$ cat src/rtl/mau_pkg.sv
// mau_pkg: shared encodings, state enum, byte-enable constants and counter sizing for mem_access_unit
package mau_pkg;
  typedef enum logic [1:0] {SZ_BYTE = 2'b00, SZ_HALF = 2'b01, SZ_WORD = 2'b10, SZ_RSVD = 2'b11} size_e;
  typedef enum logic [1:0] {ST_IDLE, ST_BUS, ST_RESP} state_e;
  localparam logic [3:0] BE_BYTE = 4'b0001;
  localparam logic [3:0] BE_HALF = 4'b0011;
  localparam logic [3:0] BE_WORD = 4'b1111;
  function automatic int cnt_w(input int timeout);
    return $clog2(timeout + 1);
  endfunction
endpackage

$ cat src/rtl/mau_lane_align.sv
// mau_lane_align: store lane replication / byte enables and load lane extract with sign or zero extension
module mau_lane_align
  import mau_pkg::*;
(
  input  logic [1:0]  size,
  input  logic [1:0]  lo,
  input  logic        sgn,
  input  logic [31:0] wdata,
  input  logic [31:0] rdata,
  output logic [3:0]  be,
  output logic [31:0] wrep,
  output logic [31:0] rext
);
  logic is_byte, is_half;
  logic [4:0] amt;
  logic [31:0] sh;
  assign is_byte = size == SZ_BYTE;
  assign is_half = size == SZ_HALF;
  // halves ignore lo[0] and words ignore lo entirely, so unaligned forms fold onto legal lanes
  assign amt = is_byte ? {lo, 3'b000} : is_half ? {lo[1], 4'b0000} : 5'd0;
  assign be = is_byte ? BE_BYTE << lo : is_half ? BE_HALF << {lo[1], 1'b0} : BE_WORD;
  assign wrep = is_byte ? {4{wdata[7:0]}} : is_half ? {2{wdata[15:0]}} : wdata;
  assign sh = rdata >> amt;
  assign rext = is_byte ? {{24{sgn & sh[7]}}, sh[7:0]} :
                is_half ? {{16{sgn & sh[15]}}, sh[15:0]} : sh;
endmodule

$ cat src/rtl/mem_access_unit.sv
// mem_access_unit: single-outstanding load/store initiator to word memory; optional MISALIGN_TRAP_EN traps misaligned half/word
module mem_access_unit
  import mau_pkg::*;
#(
  parameter int ADDR_W  = 32,
  parameter int TIMEOUT = 16
) (
  input  logic              clk,
  input  logic              rst_n,
  input  logic              cpu_req,
  input  logic              cpu_we,
  input  logic [1:0]        cpu_size,
  input  logic              cpu_signed,
  input  logic [ADDR_W-1:0] cpu_addr,
  input  logic [31:0]       cpu_wdata,
  output logic              cpu_busy,
  output logic              cpu_done,
  output logic [31:0]       cpu_rdata,
  output logic              bus_err,
  output logic              misalign_err,
  output logic              mem_req,
  output logic              mem_rw,
  output logic [ADDR_W-1:0] mem_addr,
  output logic [3:0]        mem_be,
  output logic [31:0]       mem_wdata,
  input  logic [31:0]       mem_rdata,
  input  logic              mem_ready
);
  localparam int CW = cnt_w(TIMEOUT);
  localparam logic [CW-1:0] CNT_MAX = CW'(TIMEOUT);
  state_e state;
  logic [CW-1:0] cnt, cnt_n;
  logic [1:0] lat_size, lat_lo;
  logic lat_sgn, lat_we, idle, trap;
  logic [3:0] be;
  logic [31:0] wrep, rext;
  assign idle = state == ST_IDLE;
  assign cnt_n = cnt + CW'(1);
`ifdef MISALIGN_TRAP_EN
  assign trap = (cpu_size == SZ_HALF && cpu_addr[0]) || (cpu_size[1] && cpu_addr[1:0] != 2'b00);
`else
  assign trap = 1'b0;
`endif
  // live request drives lane logic while idle; the latched request is used for load extraction
  mau_lane_align u_align (
    .size  (idle ? cpu_size : lat_size),
    .lo    (idle ? cpu_addr[1:0] : lat_lo),
    .sgn   (lat_sgn),
    .wdata (cpu_wdata),
    .rdata (mem_rdata),
    .be    (be),
    .wrep  (wrep),
    .rext  (rext)
  );
  always_ff @(posedge clk or negedge rst_n) begin
    if (!rst_n) begin
      state        <= ST_IDLE;
      cnt          <= '0;
      lat_size     <= '0;
      lat_lo       <= '0;
      lat_sgn      <= 1'b0;
      lat_we       <= 1'b0;
      cpu_busy     <= 1'b0;
      cpu_done     <= 1'b0;
      cpu_rdata    <= '0;
      bus_err      <= 1'b0;
      misalign_err <= 1'b0;
      mem_req      <= 1'b0;
      mem_rw       <= 1'b0;
      mem_addr     <= '0;
      mem_be       <= '0;
      mem_wdata    <= '0;
    end else begin
      case (state)
        ST_IDLE: if (cpu_req) begin
          lat_size     <= cpu_size;
          lat_lo       <= cpu_addr[1:0];
          lat_sgn      <= cpu_signed;
          lat_we       <= cpu_we;
          cnt          <= '0;
          cpu_busy     <= 1'b1;
          state        <= trap ? ST_RESP : ST_BUS;
          cpu_done     <= trap;
          misalign_err <= trap;
          mem_req      <= !trap;
          mem_rw       <= cpu_we;
          mem_addr     <= {cpu_addr[ADDR_W-1:2], 2'b00};
          mem_be       <= be;
          mem_wdata    <= wrep;
        end
        ST_BUS: begin
          cnt <= cnt_n;
          // ready wins over a timeout landing on the same cycle
          if (mem_ready || cnt_n == CNT_MAX) begin
            state     <= ST_RESP;
            mem_req   <= 1'b0;
            cpu_done  <= 1'b1;
            bus_err   <= !mem_ready;
            cpu_rdata <= (mem_ready && !lat_we) ? rext : '0;
          end
        end
        default: begin
          state        <= ST_IDLE;
          cpu_busy     <= 1'b0;
          cpu_done     <= 1'b0;
          bus_err      <= 1'b0;
          misalign_err <= 1'b0;
          cpu_rdata    <= '0;
        end
      endcase
    end
  end
endmodule

$ cat config.mk
export PLATFORM = sky130hd
export DESIGN_NAME = mem_access_unit
export DESIGN_NICKNAME = d
export VERILOG_FILES = /design/src/rtl/mau_pkg.sv /design/src/rtl/mau_lane_align.sv /design/src/rtl/mem_access_unit.sv
export SDC_FILE = /design/constraint.sdc
export NUM_CORES = 1
export LEC_CHECK = 0
export CAP_MARGIN = 30
export CORE_ASPECT_RATIO = 1.1
export CORE_UTILIZATION = 46
export DETAILED_ROUTE_END_ITERATION = 16
export PLACE_DENSITY = 0.87
export SLEW_MARGIN = 15
export SYNTH_ARGS = -nofsm -noshare
export SYNTH_HDL_FRONTEND = slang
export SYNTH_SLANG_ARGS = --single-unit
export TNS_END_PERCENT = 1
$ cat constraint.sdc
create_clock -name clk -period 3.6 [get_ports clk]
set_input_delay 0.72 -clock clk [delete_from_list [all_inputs] [get_ports clk]]
set_output_delay 0.72 -clock clk [all_outputs]
set_load 0.02 [all_outputs]
Word level (Yosys, flattened, before mapping)
Cells that the tools add are included.
{"block": "word_totals", "reg_bits": 116, "latchBits": 0, "ram_bits": 0, "rom_bits": 0, "input_bits": 104, "output_inout_bits": 106, "word_cells": 69, "memories": 0}
{"block": "op_classes", "add_sub_neg": 1, "mul": 0, "div_mod_pow": 0, "n_lt_le_gt_ge": 0, "n_eq_ne": 5, "shifts": 3, "n_mux": 28, "bitwise": 4, "n_reduce_logical": 13}
{"operator": "$mux 32", "n": 6}
{"operator": "$pmux 32 s2", "n": 1}
{"operator": "$shr 32x5->32", "n": 1}
{"operator": "$mux 5", "n": 3}
{"operator": "$pmux 1 s2", "n": 5}
{"operator": "$pmux 5 s2", "n": 1}
{"operator": "$reduce_and 2->1", "n": 5}
{"operator": "$mux 2", "n": 4}
{"operator": "$mux 4", "n": 2}
{"operator": "$add 5x1->5 const B", "n": 1}
{"operator": "$eq 5x5->1 const B", "n": 1}
{"operator": "$mux 1", "n": 5}
{"operator": "$eq 2x1->1 const B", "n": 2}
{"operator": "$logic_not 2->1", "n": 2}
{"operator": "$ne 2x2->1 const B", "n": 2}
{"operator": "$pmux 2 s2", "n": 1}
{"operator": "$shl 1x2->4 const A", "n": 1}
{"operator": "$shl 2x2->4 const A", "n": 1}
{"operator": "$reduce_and 3->1", "n": 1}
{"operator": "$and 1x1->1", "n": 2}
{"operator": "$logic_not 1->1", "n": 2}
{"operator": "$not 1->1", "n": 2}
{"operator": "$reduce_bool 2->1", "n": 1}
{"operator": "$logic_and 1x1->1", "n": 1}
{"operator": "$logic_or 1x1->1", "n": 1}

Depth between registers and ports, before layout
{"block": "logic_depth", "depth_word": 12, "ltp_mapped": 8, "mapped_depth_nobuf": 6}

By module
Synthesis repeated with hierarchy kept, for this count alone.
{"block": "unflattened", "hier_cells": 592, "area_unflattened_um2": 5636.7}
{"module": "mem_access_unit", "instances": 1, "cells_per_inst": 436, "area_each_um2": 4469.3, "seq_area_each_um2": 2852.7}
{"module": "mau_lane_align", "instances": 1, "cells_per_inst": 156, "area_each_um2": 1167.4, "seq_area_each_um2": 0.0}

Worst setup path after synthesis
OpenSTA, ideal clock, no wires.
{"block": "synth_timing", "kind": "input port to flip-flop", "from": "in cpu_size[0]", "to": "reg cpu_rdata[22]", "setup_time_ps": 122, "arrival_time_ps": 2591, "required_time_ps": 3478, "setup_slack_ps": 887, "stages": 7, "path_buffers": 1, "cell_sequence": "or4_4 o31a_4 o211a_1 o41a_1 o21a_2 buf_6 a32o_1"}
{"block": "synth_via", "elab_chain_cells": 11, "elab_cells_between_ends": 13, "cone_classes": "eq/ne: 1; shift: 1; mux: 8; bitwise: 2; reduce/logical: 1"}
{"item": "start, declared", "line": "mem_access_unit.sv:12", "rtl": "input logic [1:0] cpu_size,"}
{"item": "$mux 2 (*)", "line": "mem_access_unit.sv:46", "rtl": ".size (idle ? cpu_size : lat_size),"}
{"item": "$eq 2x1->1", "line": "mau_lane_align.sv:18", "rtl": "assign is_half = size == SZ_HALF;"}
{"item": "$mux 5 (2 in series)", "line": "mau_lane_align.sv:20", "rtl": "assign amt = is_byte ? {lo, 3'b000} : is_half ? {lo[1], 4'b0000} : 5'd0;"}
{"item": "$shr 32x5->32", "line": "mau_lane_align.sv:23", "rtl": "assign sh = rdata >> amt;"}
{"item": "$and 1x1->1", "line": "mau_lane_align.sv:25", "rtl": "is_half ? {{16{sgn & sh[15]}}, sh[15:0]} : sh;"}
{"item": "$mux 32", "line": "mau_lane_align.sv:25"}
{"item": "$mux 32 (*)", "line": "mau_lane_align.sv:24", "rtl": "assign rext = is_byte ? {{24{sgn & sh[7]}}, sh[7:0]} :"}
{"item": "$mux 32 (*)", "line": "mem_access_unit.sv:99", "rtl": "cpu_rdata <= (mem_ready && !lat_we) ? rext : '0;"}
{"item": "$mux 32 (*)", "line": "mem_access_unit.sv:94", "rtl": "if (mem_ready || cnt_n == CNT_MAX) begin"}
{"item": "$pmux 32 s2 (*)", "line": "mem_access_unit.sv:74", "rtl": "case (state)"}
{"item": "end signal, assigned", "line": "mem_access_unit.sv:99"}
{"item": "end, declared", "line": "mem_access_unit.sv:18", "rtl": "output logic [31:0] cpu_rdata,"}
Every way passes the cells marked *; elsewhere a longest branch is shown, timed or not. The select of a mux whose other input is x is not followed.
A chain may end at the register's enable or synchronous reset.

Final worst setup path
{"block": "layout_timing", "from": "reg state[0]", "to": "reg cpu_rdata[25]"}
{"block": "layout_via", "elab_chain_cells": 12, "elab_cells_between_ends": 19, "cone_classes": "eq/ne: 3; shift: 1; mux: 9; bitwise: 3; reduce/logical: 3"}
{"item": "start, declared", "line": "mem_access_unit.sv:31", "rtl": "state_e state;"}
{"item": "start signal, assigned", "line": "mem_access_unit.sv:82", "rtl": "state <= trap ? ST_RESP : ST_BUS;"}
{"item": "$logic_not 2->1", "line": "mem_access_unit.sv:37, mem_access_unit.sv:74"}
{"item": "$mux 2", "line": "mem_access_unit.sv:46"}
{"item": "$eq 2x1->1", "line": "mau_lane_align.sv:18"}
{"item": "$mux 5 (2 in series)", "line": "mau_lane_align.sv:20"}
{"item": "$shr 32x5->32", "line": "mau_lane_align.sv:23"}
{"item": "$and 1x1->1", "line": "mau_lane_align.sv:25"}
{"item": "$mux 32", "line": "mau_lane_align.sv:25"}
{"item": "$mux 32", "line": "mau_lane_align.sv:24"}
{"item": "$mux 32", "line": "mem_access_unit.sv:99"}
{"item": "$mux 32", "line": "mem_access_unit.sv:94"}
{"item": "$pmux 32 s2", "line": "mem_access_unit.sv:74"}
Several ways; a longest one is shown, not always the timed one. The select of a mux whose other input is x is not followed.

==> summary by stage <==
STA
The count of pins over their slew limit came to 0. The minimum clock period after layout is 3310 ps. Setup violations remaining at the end of the flow were counted as 0. The final critical path takes up between 90% and 100% of the cycle.

The normalized max-slew margin is 41.4%. The total negative slack is 0 ps. Setup repair after global routing left no endpoint under its margin. The final number of hold-violating endpoints is 0.

Static timing analysis puts the maximum clock frequency at a little over 0.3 GHz. The largest clock skew in the final design is 8.63 ps. For the pin with the worst max-slew slack, the measured transition is roughly 880 ps.

Placed design
Summed over all nets, the half-perimeter wirelength after detailed placement is 11600 um. Input and output buffers added on the ports amount to 206. The placer congestion estimate is ~0.90.

Layout
The repair_antennas step left the layout with diodes totalling 0. Cells with a size suffix above 1 make up 6.68% of the layout. The sequential cells in the finished layout cover a total of between 2000 and 3000 um2. The multi-input combinational cells in the finished layout cover a total of roughly 2100 um2. After filler insertion, the fill cell instance count of the layout stands at 743.

In the final design database the tool counted 858 nets. The area growth from synthesis to layout is 55.2%.

Route
The total length of routed wires is 16600 um. The total via count in the routed design is 5015. After detailed routing, the number of remaining DRC violations is 0. Using the TritonRoute via totals, the vias-per-cell ratio works out to 5.53.

The first TritonRoute pass finished after 8 iterations. The count of routing violations after the opening detailed-route iteration is 377. Dividing the detail-routed wire length by the instance count gives 18.3 um. The detail route stage leaves a number of antenna-violating nets equal to 0.

Worst setup path
The arrival time at the worst endpoint is 3590 ps. The critical path required time is 3880 ps. The reg-to-reg startpoint is state[0]. The category of the critical setup timing path is register to register. The critical path capture point type is a register. The beginning of the critical path is state[0]. The element type at the critical path start is a register. Of all nets on the critical path, the largest fanout is 9.

CTS
Clock tree synthesis selected as its root buffer the cell clkbuf_16. Once the clock tree was built, the resizer swapped 0 gates to a different size. After clock tree synthesis, the flow added hold-fix buffers numbering 0. The H-tree was split into 4 levels. Buffers inserted during clock tree synthesis total 17.

The clock transition at the registers of the reported paths is 60 ps. Counting along the longest clock path gives a buffer depth of 2. TritonCTS built the clock tree. The clock sink count is 114. The insertion delay of the later-clocked pin in the worst-skew pair is between 400 and 500 ps.

The number of buffers inserted by post-CTS setup repair is 0.

Flow run
Across the run, the number of max-cap violations was 0.

Synthesis
By area the synthesized netlist is led by dfrtp_1 56%, nand2_1 17%, mux2i_1 3.3%. The number of library cell types mapped by synthesis is 47. The synthesized area is 5110 um2. In the synthesized netlist the async set-or-reset flop fraction comes to between 90% and 100%. The share of the synthesized area in the top cell type is between 50 and 60%. The most frequently used cell type in the post-synthesis netlist is nand2_1. Yosys mapped a number of flops with a built-in enable equal to 0.

The largest total area in the synthesized netlist belongs to dfrtp_1. The mean instance size in the synthesized netlist is 9.32 um2. The most used flip-flop cell after synthesis is dfrtp_1.

In the synthesized netlist, the cells that appear most often are 225 x nand2_1, 114 x dfrtp_1, 29 x nor2_1. The number of warnings reported in the yosys synthesis log is 0. The flop and latch count out of synthesis is between 100 and 150. Counting every instance in the synthesized netlist gives 548. The part of the Yosys area used for sequential elements is 55.9%.

Power
The internal cell power is around 4.5 mW. The part of the total power dissipated in combinational logic is 46.3%. The areal power density over the cells is 919 nW/um2. Summed over all nets, the switching power comes to 2.79 mW. The static power due to leakage is 3.65 nW.

The final total power is 7.28 mW. The clock power share is a little under a quarter. The net switching fraction of the power is a little under two fifths.

In this run, flip-flops and latches consume 30.8% of the power. Across the VDD grid, the largest voltage drop is just under 0.5 mV.

Floorplanning
The row count is 39. For this design the top-level I/O count stands at 210. The die footprint is 11500 um2. Once the floorplan was initialized, standard cells occupied 48.2% of the core. The die boundary width is 102 um. In this run the standard cell core region covers 10600 um2. The y dimension of the die is about 110 um.

Global route
The first global-routing pass estimated 26000 um of wire. Global routing finished with a remaining overflow of 0. The number of global-route vias before repair is 5252. The number of antenna violations at the first check in global routing is 0.

For this run, the total global-route usage over all layers was measured as 29.9%. The pin count of the biggest net entering global routing is 62.

Min path
The path category of the worst min-delay check is input pin to asynchronous set/reset pin.

Run status
The flow ran to the end, and the final reports show no timing, DRC or antenna violations.
==> per-stage QoR <==
step	utilization [%]	setup slack [ps]	cells	area (um2)	hold slack, ps
2_1_floorplan	-	887	550	5110	424
3_3_place_gp	69.1	322	876	7320	457
3_5_place_dp	69.1	234	876	7320	466
4_1_cts	74.6	358	906	7900	381
5_1_grt	74.8	198	907	7930	408
6_report	74.8	290	907	7930	347
==> routing by layer <==
metal / vias up / part of all wire (%) / global-route usage (%)
li1: 2273 / - / -
met2: 271 / 51 / 49.6
met4: 0 / 3.1 / 13.4
met3: 44 / 9.0 / 9.22
met5: - / 0 / 0
met1: 2427 / 37 / 35.2
==> flip-flops by register name, summed over array words and instances, names as in the netlist <==
name	cells
bus_err	1
cnt	5
cpu_busy	1
cpu_rdata	32
lat_lo	2
lat_sgn	1
lat_size	2
lat_we	1
mem_addr	30
mem_be	4
mem_req	1
mem_wdata	32
state	2
==> worst max-delay path, stage by stage (launching register included) <==
cell,delay [ps]
dfrtp_1,450
nor2_1,610
mux2_2,420
a21oi_1,680
o21ai_1,530
o211ai_2,350
o2bb2ai_1,140
==> final timing paths <==
check,to,slack (ps),depth (start not counted)
min,lat_we,350,1
min reg2reg,mem_addr[30],470,2
max in group asynchronous,lat_lo[0],2470,2
max,cpu_rdata[25],290,6
min in group clk,mem_addr[30],470,2
max reg2reg,cpu_rdata[25],290,6
==> logic make-up (layout without fill, tap and decap cells) <==
family                   Yosys count  count (layout)  share of synthesized area (%)
AO/OA/AOI/OAI                     98              98                           15.3
buffers and inverters             39             253                           3.33
flip-flops                       114             114                           55.9
multiplexers                      19              19                           3.77
other                              1               3                         0.0734
adder cells (fa/ha/maj)            1               1                          0.245
XOR/XNOR                           2               2                          0.343
AND/OR/NAND/NOR                  274             274                           21.1
==> power groups by stage <==
stage / Clock [mW] / Sequential (mW) / Combinational [mW]
after global placement: 0 / 2.21 / 3.24
after global routing: 1.74 / 2.31 / 3.60
after CTS: 1.68 / 2.24 / 3.36
final: 1.67 / 2.24 / 3.37
after floorplan: 0 / 2.83 / 1.10
after detailed placement: 0 / 2.24 / 3.33
==> layout make-up <==
class | count | area share [%]
well taps | 143 | 2.26
clock buffers | 24 | 5.95
flip-flops and latches | 114 | 36.0
repair buffers | 219 | 27.8
clock inverters | 6 | 1.33
inverters | 4 | 0.189
multi-input cells | 397 | 26.5
==> layout by cell type (no fill, tap or decap), drive strengths merged, types with 4 or more instances in the layout <==
master | netlist | final
clkbuf | 28 | 24
nand3 | 9 | 9
a32o | 15 | 15
a222oi | 8 | 8
nand2 | 225 | 225
o21ai | 23 | 23
mux2i | 17 | 17
nor2 | 29 | 29
o2bb2ai | 9 | 9
a31oi | 16 | 16
buf | 7 | 14
dfrtp | 114 | 114
a22o | 8 | 8
inv | 4 | 4
clkdlybuf4s50 | 0 | 205
Power figures use the tool's default switching activity.
==> RTL change: new RTL, config.mk and constraints unchanged <==
Set the parameter `ADDR_W` to 48 (it was 32).
--- a/src/rtl/mem_access_unit.sv
+++ b/src/rtl/mem_access_unit.sv
@@ -2,7 +2,7 @@
 module mem_access_unit
   import mau_pkg::*;
 #(
-  parameter int ADDR_W  = 32,
+  parameter int ADDR_W  = 48,
   parameter int TIMEOUT = 16
 ) (
   input  logic              clk,
Ports: changed (resized cpu_addr and mem_addr); port bits go from 210 to 242. No check against the original RTL was run, so the function may have changed too.
==> RTL change against the original RTL <==
Combinational power increased by 11%; total power increased by 11%; setup slack improved by 0.35 ns; area after synthesis increased by 12%; global-route usage decreased by 0.78 points; clock power increased by 9.6%; wire length increased by 9.1%; sequential cell count increased by 16; sequential share of layout area increased by 0.70 points; critical path type is now in2reg; cell area increased by 12%.
==> RTL change: results (changes against the original RTL) <==
[power]
total_leakage_power_nw=4.110  ; +13%
pwr-share-seq=0.315  ; +0.007
vdd_drop_max_uv=433.1  ; -11%
finalPower_w=0.008107  ; +11%
p_int_w=0.004991  ; +11%

[final_layout]
layoutNonFillerInstCount=1015  ; +12%
num-clock-buffers=19  ; -21%
clkCellAreaFrac=0.07155  ; -0.001232
final_nets=970  ; +13%
layout-drive-gt1-share=0.06620  ; -0.0005518
nMultiInputCombCells=445  ; +12%
signal_buffers=251  ; +15%
multi_input_comb_area_mm2=0.002281  ; +8.6%
layout.area.seq_mm2=0.003253  ; +14%

[setup_path]
arrival_ns=3.25  ; -0.34 ns
path_max_fanout=18  ; +9
r2r_setup_slack_ns=0.77  ; +0.48 ns
cpPeakStageDelay_ns=0.55  ; -0.13 ns

[routing]
first_pass_iters=9  ; +1
via_count=5553  ; +11%
m1WireLength_um=7171  ; +18%
route.met3.wl_um=1478  ; -1.0%
wl_per_cell_um=17.82  ; -2.5%
drtIter0Drc=472  ; +25%

[placed_design]
placed_area_mm2=0.008232  ; +12%
dp_worst_setup_slack_ns=0.2450  ; +0.01139 ns
port_buffers=238  ; +16%
routabilityCongestion=0.9013  ; -0.32%

[timing]
worstMarginPinSlew_ns=0.7687  ; -0.1098 ns
finalCriticalPeriod_ns=2.957  ; -0.3527 ns
timing.hold.ws_ns=0.3132  ; -0.03411 ns

[global_route]
grt_pass1_wl_um=28410  ; +9.3%
grt_usage=0.2910  ; -0.007823
use_met1=0.3632  ; +0.01158
grt_max_degree=84  ; +35%
grt_use_met3=0.08053  ; -0.01162
grt_pass1_vias=5516  ; +5.0%
grt_use_met2=0.4701  ; -0.02541

[clock_tree]
clock-sinks=130  ; +14%

[logic_synthesis]
synthTopCellsByCount=nand2_1 (273), dfrtp_1 (130), nor2_1 (29)
synth_compound_area_frac=0.1367  ; -0.01594
syn_avg_cell_area_um2=9.258  ; -0.67%
synth_area_leaders=dfrtp_1 (57%), nand2_1 (18%), mux2i_1 (3.0%)
synth_mux_area_frac=0.03379  ; -0.003940
ys_seq_area_frac=0.5704  ; +0.01188
synth_fa_ha_area_frac=0.002194  ; -0.0002558

[die]
nWellTaps=154  ; +7.7%

[status]
status=completed

## RTL change: changes by cell type in the layout (fill, tap and decap cells not counted), moves of 2 or more
cell and change:
clkinv_4 +2, clkinv_2 -2, nand2_1 +48, clkdlybuf4s50_1 +32, buf_4 +2, clkinvlp_4 +4
clkbuf_1 -5, dfrtp_1 +16
## RTL change: worst paths after layout
| check | start | end | cells after the start |
|---|---|---|---|
| setup / recovery | cpu_size[0] | cpu_rdata[16]$_DFFE_PN0P_ | 7 |
| hold / removal | rst_n | mem_wdata[25]$_DFFE_PN0P_ | 1 |
| setup reg to reg | state[1]$_DFFE_PN0P_ | cpu_rdata[16]$_DFFE_PN0P_ | 7 |
| hold reg to reg | mem_addr[9]$_DFFE_PN0P_ | mem_addr[9]$_DFFE_PN0P_ | 2 |
| max in group asynchronous | rst_n | mem_addr[10]$_DFFE_PN0P_ | 2 |
| min in group clk | mem_addr[9]$_DFFE_PN0P_ | mem_addr[9]$_DFFE_PN0P_ | 2 |
